<file path="src/rtl/reg_arb_pkg.sv">
// Shared definitions for the register-load arbiter.
//   arb_state_e  : FSM encoding (IDLE / GRANTED)
//   DEF_*        : default parameter values
//   idx_width()  : bits needed to index n items (minimum 1)
package reg_arb_pkg;

  typedef enum logic {
    IDLE    = 1'b0,
    GRANTED = 1'b1
  } arb_state_e;

  localparam int DEF_N_REQ    = 4;
  localparam int DEF_WIDTH    = 8;
  localparam int DEF_LOCK_MAX = 8;

  // Width of an index able to hold 0..n-1; never narrower than one bit.
  function automatic int idx_width(input int n);
    int w;
    w = 1;
    while ((1 << w) < n) w++;
    return w;
  endfunction

endpackage

</file>
<file path="src/rtl/reg_load_arbiter_rr_pick.sv">
// Combinational round-robin priority picker.
//   req    : request vector, one bit per requester
//   ptr    : index with highest priority this cycle (always < N_REQ)
//   valid  : at least one request present
//   winner : first set request searching ptr, ptr+1, ... wrapping at N_REQ
module rr_pick
  import reg_arb_pkg::*;
#(
  parameter int N_REQ = DEF_N_REQ,
  localparam int IW   = idx_width(N_REQ)
) (
  input  logic [N_REQ-1:0] req,
  input  logic [IW-1:0]    ptr,
  output logic             valid,
  output logic [IW-1:0]    winner
);

  logic [IW:0]   sum;
  logic [IW-1:0] idx;

  // Scan from the farthest offset down to ptr itself, so the last hit
  // written is the closest one to ptr. The wrap is a single subtract
  // because ptr + offset < 2*N_REQ, which keeps indices below N_REQ.
  always_comb begin
    valid  = 1'b0;
    winner = '0;
    sum    = '0;
    idx    = '0;
    for (int k = N_REQ - 1; k >= 0; k--) begin
      sum = {1'b0, ptr} + (IW + 1)'(k);
      if (sum >= (IW + 1)'(N_REQ)) sum = sum - (IW + 1)'(N_REQ);
      idx = sum[IW-1:0];
      if (req[idx]) begin
        valid  = 1'b1;
        winner = idx;
      end
    end
  end

endmodule

</file>
<file path="src/rtl/reg_load_arbiter.sv">
// Shared WIDTH-bit storage register with round-robin write arbitration
// between N_REQ requesters (req/grant/ack handshake).
//   clk, rst_n : rising-edge clock, asynchronous active-low reset
//   req        : per-requester write request, held until ack
//   wdata      : flattened write data, requester i at [i*WIDTH +: WIDTH]
//   lock       : per-requester burst lock (only with REG_ARB_LOCK_EN)
//   grant      : one-hot current owner, zero when idle
//   ack        : one-cycle pulse to the requester whose word was loaded
//   q          : register contents
//   busy       : high while GRANTED; this is also the FSM state bit
//   owner      : index of the current or most recent grantee
// Handshake: a requester is granted from IDLE, and at the following edge its
// word is loaded and acked if req is still high (otherwise the grant is
// aborted). The acked requester drops req in the ack cycle; ack masks its
// request for that one edge so it cannot be granted twice.
// Optional macro REG_ARB_LOCK_EN adds the lock input: a locked owner keeps
// the grant and may write every cycle, up to LOCK_MAX consecutive writes.
module reg_load_arbiter
  import reg_arb_pkg::*;
#(
  parameter int N_REQ    = DEF_N_REQ,
  parameter int WIDTH    = DEF_WIDTH,
  parameter int LOCK_MAX = DEF_LOCK_MAX
) (
  input  logic                        clk,
  input  logic                        rst_n,
  input  logic [N_REQ-1:0]            req,
  input  logic [N_REQ*WIDTH-1:0]      wdata,
`ifdef REG_ARB_LOCK_EN
  input  logic [N_REQ-1:0]            lock,
`endif
  output logic [N_REQ-1:0]            grant,
  output logic [N_REQ-1:0]            ack,
  output logic [WIDTH-1:0]            q,
  output logic                        busy,
  output logic [idx_width(N_REQ)-1:0] owner
);

  localparam int IW = idx_width(N_REQ);
  localparam int CW = idx_width(LOCK_MAX);
  localparam logic [N_REQ-1:0] ONE = {{(N_REQ - 1){1'b0}}, 1'b1};

  arb_state_e       state_q, state_d;
  logic [IW-1:0]    ptr_q;
  logic [IW-1:0]    owner_q;
  logic [N_REQ-1:0] ack_q;
  logic [CW-1:0]    lock_cnt_q;

  logic             pick_valid;
  logic [IW-1:0]    pick_idx;
  logic             load;
  logic             lock_hit;
  logic             stay_locked;

  rr_pick #(.N_REQ(N_REQ)) u_pick (
    .req    (req & ~ack_q),
    .ptr    (ptr_q),
    .valid  (pick_valid),
    .winner (pick_idx)
  );

`ifdef REG_ARB_LOCK_EN
  assign lock_hit = lock[owner_q];
`else
  assign lock_hit = 1'b0;
`endif

  // Hold the grant after this write only while the burst has room left.
  assign stay_locked = lock_hit && (lock_cnt_q < CW'(LOCK_MAX - 1));

  // State register.
  always_ff @(posedge clk or negedge rst_n) begin
    if (!rst_n) state_q <= IDLE;
    else        state_q <= state_d;
  end

  // Next state and load decision.
  always_comb begin
    state_d = state_q;
    load    = 1'b0;
    case (state_q)
      IDLE: begin
        if (pick_valid) state_d = GRANTED;
      end
      GRANTED: begin
        if (req[owner_q]) begin
          load = 1'b1;
          if (!stay_locked) state_d = IDLE;
        end else begin
          state_d = IDLE;
        end
      end
      default: state_d = IDLE;
    endcase
  end

  // Outputs decoded from the state and owner registers.
  always_comb begin
    busy  = (state_q == GRANTED);
    grant = busy ? (ONE << owner_q) : '0;
    ack   = ack_q;
    owner = owner_q;
  end

  // Datapath: owner, pointer, storage register, ack pulse, burst counter.
  always_ff @(posedge clk or negedge rst_n) begin
    if (!rst_n) begin
      owner_q    <= '0;
      ptr_q      <= '0;
      q          <= '0;
      ack_q      <= '0;
      lock_cnt_q <= '0;
    end else begin
      ack_q <= '0;
      if (state_q == IDLE && pick_valid) owner_q <= pick_idx;
      if (load) begin
        q     <= wdata[owner_q*WIDTH +: WIDTH];
        ack_q <= ONE << owner_q;
        if (!stay_locked)
          ptr_q <= (owner_q == IW'(N_REQ - 1)) ? '0 : owner_q + 1'b1;
      end
      // The burst count survives only across locked writes; any release
      // or abort clears it.
      if (state_q == GRANTED)
        lock_cnt_q <= (load && stay_locked) ? lock_cnt_q + 1'b1 : '0;
    end
  end

endmodule
</file>
<file path="config.mk">
export PLATFORM = sky130hd
export DESIGN_NAME = reg_load_arbiter
export DESIGN_NICKNAME = d
export VERILOG_FILES = /design/src/rtl/reg_arb_pkg.sv /design/src/rtl/reg_load_arbiter_rr_pick.sv /design/src/rtl/reg_load_arbiter.sv
export SDC_FILE = /design/constraint.sdc
export NUM_CORES = 1
export LEC_CHECK = 0
export CORE_MARGIN = 2
export CORE_UTILIZATION = 40
export CTS_CLUSTER_SIZE = 10
export DETAILED_ROUTE_END_ITERATION = 10
export PLACE_DENSITY = 0.82
export RECOVER_POWER = 25
export SLEW_MARGIN = 20
export SYNTH_ARGS = -nofsm -noshare
export SYNTH_HDL_FRONTEND = slang
export SYNTH_HIERARCHICAL = 1
export SYNTH_SLANG_ARGS = --single-unit
</file>
<file path="constraint.sdc">
create_clock -name clk -period 2.6 [get_ports clk]
set_clock_uncertainty 0.2 [all_clocks]
set_input_delay 0.26 -clock clk [delete_from_list [all_inputs] [get_ports clk]]
set_output_delay 0.26 -clock clk [all_outputs]
set_load 0.01 [all_outputs]
</file>
=== After elaboration in Yosys (flattened, before gate mapping) ===
Cells that the tools add are included.

* Logic and storage cells: 58
* Input bits: 38
* Register bits after elaboration: 17

* Shift operators: 2
* Magnitude comparators: 9
* Eq/ne operators: 1
* Reduce and logical (&&, ||, !) cells: 1
* Multiplexer cells: 29
* Bitwise gates (word level): 3
* $add $sub $neg: 8

{| class="wikitable"
|+ Operators with widths
! kind !! count
|-
| $shiftx A32 B6 Y8 || 1
|-
| $mux W2 || 9
|-
| $lt A2 B3 Y1 const B || 5
|-
| $mux W1 || 12
|-
| $bmux W1 S2 || 5
|-
| $ge A3 B3 Y1 const B || 3
|-
| $mux W4 || 2
|-
| $sub A2 B1 Y2 const B || 4
|-
| $add A2 B2 Y3 const B || 2
|-
| $and A4 B4 Y4 || 1
|-
| $not A4 Y4 || 1
|-
| $shl A1 B2 Y4 const A || 1
|-
| $add A2 B1 Y3 const B || 1
|-
| $ge A2 B3 Y1 const B || 1
|-
| $add A2 B1 Y2 const B || 1
|-
| $eq A2 B2 Y1 const B || 1
|-
| $pmux W1 S2 || 1
|-
| $logic_and A1 B1 Y1 || 1
|-
| $not A1 Y1 || 1
|}

=== Logic depth before layout (Yosys ltp) ===
Gate-level depths: netlist of run 1.

* Depth in word-level cells: 11
* Depth in mapped cells: 6
* Gate-level depth less buffers: 6

=== By module ===
The synthesis of run 1 kept the hierarchy.

{| class="wikitable"
|+ Modules (own cells, without submodules)
! module !! times used !! area each (um^2) !! cells each
|-
| reg_load_arbiter || 1 || 988.4 || 70
|-
| rr_pick || 1 || 77.6 || 13
|}

=== Least setup slack after synthesis of run 1 ===
Ideal clock, no wire load.

* Path type: flip-flop to flip-flop
* Start point: reg owner_q[0], in the netlist owner[0]
* End point: reg q[0]
* Slack: 857 ps
* Period minus slack after synthesis: 1743 ps
* Stages on the path, launching flop included: 4
* Data arrival time: 1418 ps
* Required time: 2275 ps
* Setup time: 125 ps
* Path buffers: 1
* Cells stage by stage: dfrtp_1 -> buf_6 -> mux4_1 -> mux2_2

* Longest elaborated chain between the ends: 4
* Elaborated cells on any way between the ends: 5

{| class="wikitable"
|+ Ends and longest elaborated chain
! element !! line !! text
|-
| start, declared || reg_load_arbiter.sv:45 || <nowiki>logic [IW-1:0] owner_q;</nowiki>
|-
| start signal, assigned || reg_load_arbiter.sv:115 || <nowiki>if (state_q == IDLE && pick_valid) owner_q <= pick_idx;</nowiki>
|-
| branches (longest 4 deep; another with $shiftx A32 B6 Y8) || - ||
|-
| end signal, assigned || reg_load_arbiter.sv:117 || <nowiki>q <= wdata[owner_q*WIDTH +: WIDTH];</nowiki>
|-
| end, declared || reg_load_arbiter.sv:34 || <nowiki>output logic [WIDTH-1:0] q,</nowiki>
|}

Parallel ways; which one is timed is not known. The select of a mux whose other input is x is not followed.
A chain may end at the register's enable or synchronous reset.

=== Worst setup path after layout of run 1 ===
* Start point: reg owner_q[1], in the netlist owner[1]
* End point: out grant[1]

* Longest elaborated chain between the ends: 2

{| class="wikitable"
|+ Ends and longest elaborated chain
! element !! line !! text
|-
| $shl A1 B2 Y4 || reg_load_arbiter.sv:100 || <nowiki>grant = busy ? (ONE << owner_q) : '0;</nowiki>
|-
| $mux W4 || reg_load_arbiter.sv:100 ||
|-
| end, declared || reg_load_arbiter.sv:32 || <nowiki>output logic [N_REQ-1:0] grant,</nowiki>
|}

No other way between the ends.

==> impl_metrics.yaml, run 1 <==
place:
  post-dp-hpwl_mm: 2.21
  dp_cells: 168
  io_buffers: 56
  gp_congestion: 0.745
clock_tree:
  ctsLongestPathBuffers: 2
  cts_hold_buffers: 0
  path_clk_slew_ns: 0.10
  postCtsSetupBuffers: 0
  clock_latency_ns: 0.29
  cts_root_buffer: "clkbuf_4"
  numCtsBuffers: 3
  cts.sinks: 17
  cts_resized: 0
  tritoncts: "done"
  htreeDepth: 1
sta:
  setup_viol: 0
  fin_crit_ns: 2.41
  fmax_mhz: 415
  period_share_pct: 92.8
  totalNegativeSetupSlack_ns: 0
  hold_violations: 0
  relSlewSlack_pct: 47.6
  report.final.slew_viol_count: 0
  rsz0062_at_grt: "false"
  worst_pin_slew_ns: 0.784
run:
  cap_violations: 0
floorplan:
  io_pins: 57
  start_util_pct: 42.6
  core-area_um2: 2500
  dieHeight_um: 55.6
  rows: 18
  fp.dieW_um: 55.6
  die_area_um2: 3090
setup_path:
  path_delay_family: "flip-flops"
  crit_slowest_cell: "dfrtp_1"
  critPathMaxStageDelay_ns: 0.70
  path_common_cell: "inv_1"
  endpoint: "grant[1]"
  crit_chain: "inv_1 -> ha_1 -> nand2_1 -> inv_1 -> clkdlybuf4s50_1"
  arrival_ns: 1.95
  r2r_end: "q[3]"
  rrSetupSlack_ns: 0.54
  startpoint: "owner[1]"
  rr_startpoint: "owner[1]"
  crit_fanout: 14
  worst_setup_path_start_kind: "register"
  cp_data_required_time_ns: 2.14
  crit_path_end_kind: "output port"
  path_depth: 5
  reg2reg_depth: 3
  cp_num_buf_inv: 3
  crit_type: "register to output port"
layout:
  final_layout_size_suffix_gt1_share_pct: 12.0
  antennaDiodeCount: 0
  final_core_util_pct: 67.0
  area_delta_synth_final_pct: 57.2
  final_cells: 172
  nets: 185
route:
  drc_errors: 0
  ant_nets: 0
  num_vias: 895
  wl_per_cell_um: 15.7
  firstDrtPassIters: 4
  drt_iter0_drc: 11
  routed_via_density: 5.20
  drt-total-wl_mm: 2.70
global_routing:
  first_global_vias: 994
  grt_usage_pct: 19.0
  grt_max_degree: 18
  grt_antenna_before_repair: 0
  grt_pass1_wl_mm: 4.55
  grt_overflow_total: 0
pwr:
  leakage_uw: 0.000710
  vdd_drop_max_v: 0.000705
  p_per_area_nw_per_um2: 962
yosys:
  syn_avg_cell_area_um2: 12.8
  ys_ff_latch: 17
  yosysSeqAreaShare_pct: 39.9
  synthCells: 83
  yosysUniqueCellTypes: 18
  yosysWarnings: 6
  synth_nets: 125
  syn_area_um2: 1070
run_status:
  status: "finished, final reports clean"
hold_path:
  hold_path_class: "input port to asynchronous set/reset pin"
placed cells by master, fill, tap and decap left out, drive strengths merged:
master / count
clkdlybuf4s50: 55
mux4: 8
nor2: 8
dfrtp: 17
mux2: 11
dlygate4sd3: 1
nand2b: 3
inv: 5
a211oi: 2
o22ai: 1
ha: 4
a21oi: 1
nor3b: 1
nor2b: 6
mux2i: 3
buf: 1
nand2: 8
and2: 1
clkbuf: 4
o21ai: 2
metrics by stage:
step / setup slack (ns) / power, µW / hold WS [ns] / cell area (µm²)
after floorplan: 0.857 / 1070 / -0.236 / 1070
after global placement: 0.553 / 1440 / 0.289 / 1650
after detailed placement: 0.488 / 1480 / 0.296 / 1650
after CTS: 0.152 / 1630 / 0.244 / 1680
after global routing: 0.0301 / 1730 / 0.338 / 1680
final: 0.187 / 1610 / 0.284 / 1680
cells in the mapped netlist:
| cell | number | area share [%] |
|---|---|---|
| dfrtp_1 | 17 | 40 |
| nor2_1 | 8 | 2.8 |
| nor3b_1 | 1 | 0.70 |
| nand2b_1 | 3 | 1.8 |
| a211oi_1 | 1 | 0.70 |
| mux2_2 | 11 | 12 |
| buf_6 | 2 | 2.1 |
| ha_1 | 4 | 4.7 |
| o22ai_4 | 1 | 1.9 |
| and2_1 | 1 | 0.59 |
| a211oi_2 | 1 | 1.2 |
| nand2_1 | 8 | 2.8 |
| nor2b_1 | 6 | 3.5 |
| a21oi_1 | 1 | 0.47 |
| o21ai_0 | 2 | 0.94 |
| inv_1 | 5 | 1.8 |
| mux2i_1 | 3 | 2.8 |
| mux4_1 | 8 | 20 |
worst min path at each step:
stage             end  slack, ns   from
3_3_place_gp     q[3]       0.29   q[3]
3_5_place_dp     q[2]       0.30   q[2]
6_report       ack[3]       0.28  rst_n
4_1_cts          q[1]       0.24  rst_n
5_1_grt          q[5]       0.34  rst_n
2_1_floorplan  ack[0]      -0.24  rst_n
power by group:
| part | internal, µW | switching (µW) | leakage [µW] |
|---|---|---|---|
| clock | 59.5 | 86.5 | 0.0000150 |
| sequential | 386 | 136 | 0.000209 |
| combinational | 576 | 367 | 0.000486 |
registers in the layout, indices dropped and copies added (netlist names):
signal,cells
ptr_q,2
owner,2
q,8
busy,1
ack,4
cell type report:
type	instances	area, µm²
Fill cell	192	825
Clock buffer	4	26.3
Multi-Input combinational cell	59	599
Timing Repair Buffer	57	568
Inverter	5	18.8
Sequential cell	17	425
Tap cell	30	37.5
cells by family (layout without fill, tap and decap cells):
family / count (synthesis) / count (layout) / share of synthesized area, %
compound gates: 6 / 6 / 5.16
buf+inv: 7 / 66 / 3.87
fa+ha+maj: 4 / 4 / 4.70
simple gates: 27 / 27 / 12.2
flops: 17 / 17 / 39.9
mux: 22 / 22 / 34.2
layer usage:
| layer | GRT usage [%] | wire, µm |
|---|---|---|
| met5 | 0 | 0 |
| met4 | 9.76 | 113 |
| met3 | 2.79 | 61 |
| met2 | 34.5 | 1470 |
| met1 | 21.4 | 1050 |
No activity file was read; power rests on OpenSTA's default activity.
==> inputs of run 2 (changes only) <==
CORE_UTILIZATION = 35   (was 40)
GPL_TIMING_DRIVEN = 1   (was unset)
PLACE_DENSITY = 0.76   (was 0.82)
clock period = 2.1 ns   (was 2.6 ns; I/O delays follow)
==> run 2 against run 1 <==
Against the previous run:
- global-route usage decreased by 1.1 points
- die area increased by 13%
- sequential power increased by 17%
- combinational power increased by 37%
- core utilization decreased by 8.9 points
- register-to-register slack got worse by 0.38 ns
- design area increased by 3.3%
- cell count increased by 5.2%
- critical endpoint is now grant[3]
- largest cell class is now non-clock buffers
- largest power group unchanged
==> impl_metrics.yaml, run 2 (synthesized netlist as in run 1, its figures left out) <==
run_status:
  status: "finished, final reports clean"
layout:
  final_core_util_pct: 58.1
  top_register: "q"
  largest_reg_flops: 8
  final_cell_mix: "52 x clkdlybuf4s50_1, 15 x dfrtp_1, 11 x mux2_2"
  final_layout_size_suffix_gt1_share_pct: 16.9
  antennaDiodeCount: 0
  area_delta_synth_final_pct: 62.3
  nets: 191
  fill_cells: 250
  final_cells: 181
  final_common_cell: "clkdlybuf4s50_1"
hold_path:
  min_from: "q[3]"
  holdPathEnd: "q[3]"
  hold_path_class: "register to register"
  whs_path_depth: 1
route:
  drc_errors: 0
  drt_iter0_drc: 37
  routed_via_density: 5.08
  ant_nets: 0
  num_vias: 920
  wl_per_cell_um: 15.4
  firstDrtPassIters: 4
  drt-total-wl_mm: 2.79
setup_path:
  arrival_ns: 1.62
  crit_fanout: 5
  cp_data_required_time_ns: 1.69
  worst_setup_path_start_kind: "register"
  rr_startpoint: "owner[1]"
  r2r_end: "q[4]"
  crit_path_end_kind: "output port"
  crit_type: "register to output port"
  reg2reg_depth: 5
  rrSetupSlack_ns: 0.16
floorplan:
  dieHeight_um: 59.2
  start_util_pct: 35.8
  die_area_um2: 3500
  io_pins: 57
  core-area_um2: 2980
  fp.dieW_um: 59.2
  rows: 20
clock_tree:
  cts_hold_buffers: 0
  path_clk_slew_ns: 0.09
  tritoncts: "done"
  clock_latency_ns: 0.29
  numCtsBuffers: 3
  ctsLongestPathBuffers: 2
  htreeDepth: 1
  cts.sinks: 17
  cts_root_buffer: "clkbuf_4"
place:
  io_buffers: 56
  gp_congestion: 0.820
  dp_cells: 173
  post-dp-hpwl_mm: 2.21
sta:
  fin_crit_ns: 2.03
  rsz0062_at_grt: "false"
  period_share_pct: 96.7
  relSlewSlack_pct: 40.9
  setup_viol: 0
  report.final.slew_viol_count: 0
  totalNegativeSetupSlack_ns: 0
  fmax_mhz: 492
  hold_violations: 0
  worst_pin_slew_ns: 0.886
run:
  cap_violations: 0
global_routing:
  grt_antenna_before_repair: 0
  grt_max_degree: 18
  grt_usage_pct: 17.9
  grt_pass1_wl_mm: 4.63
  grt_overflow_total: 0
  first_global_vias: 958
pwr:
  leakage_uw: 0.000781
  vdd_drop_max_v: 0.000540
  p_per_area_nw_per_um2: 1200
[run 2: changes by cell type in the layout (fill, tap and decap cells not counted), moves of 2 or more]
cell | previous run | this run
clkdlybuf4s50_1 | 55 | 52
buf_4 | 1 | 6
dfrtp_1 | 17 | 15
dlymetal6s2s_1 | 0 | 3
dfrtp_2 | 0 | 2
[run 2: repair_timing]
item | CTS | global route
gates resized for setup | 3 | 3
setup endpoints to repair | 4 | 4
buffers inserted | 2 | 2
[run 2: how the worst max path moves through the flow]
stage	startpoint	end	slack (ns)	depth (start not counted)
2_1_floorplan	owner[0]	q[0]	0.36	3
3_3_place_gp	req[3]	q[3]	0.23	4
3_5_place_dp	req[3]	q[2]	0.18	4
4_1_cts	owner[0]	grant[0]	0.02	5
5_1_grt	owner[0]	grant[3]	0.02	3
6_report	owner[0]	grant[3]	0.07	3
[run 2: metrics by stage]
step	setup slack, ns	hold slack [ns]	cell area (µm²)	power (µW)
after floorplan	0.357	-0.286	1070	1320
after global placement	0.226	0.293	1670	1810
after detailed placement	0.182	0.298	1670	1850
after CTS	0.0152	0.0446	1710	2050
after global routing	0.0239	0.333	1730	2210
final	0.0692	0.317	1730	2070
[run 2: area by class of cell]
class,instances,area [µm²],share of cell area (%)
Timing Repair Buffer,63,617,35.6
Multi-Input combinational cell,59,599,34.6
Sequential cell,17,428,24.7
Tap cell,33,41.3,2.39
Clock buffer,4,26.3,1.52
Inverter,5,18.8,1.08
[run 2: per-layer routing]
layer | track usage [%] | wire length [µm] | vias to the layer above
li1 | - | - | 429
met1 | 23.0 | 1200 | 465
met2 | 30.3 | 1460 | 20
met3 | 3.28 | 83 | 6
met4 | 5.84 | 42 | 0
met5 | 0 | 0 | -
[run 2: power breakdown]
group	switching (µW)	internal, µW	leakage [µW]
combinational	524	766	0.000560
clock	99.2	73.8	0.0000150
sequential	128	483	0.000206
total	752	1320	0.000781
[run 2: critical path: stages, from the launching register on]
cell	delay (ns)
dfrtp_2	0.45
ha_1	0.23
and2_1	0.17
clkdlybuf4s50_1	0.48
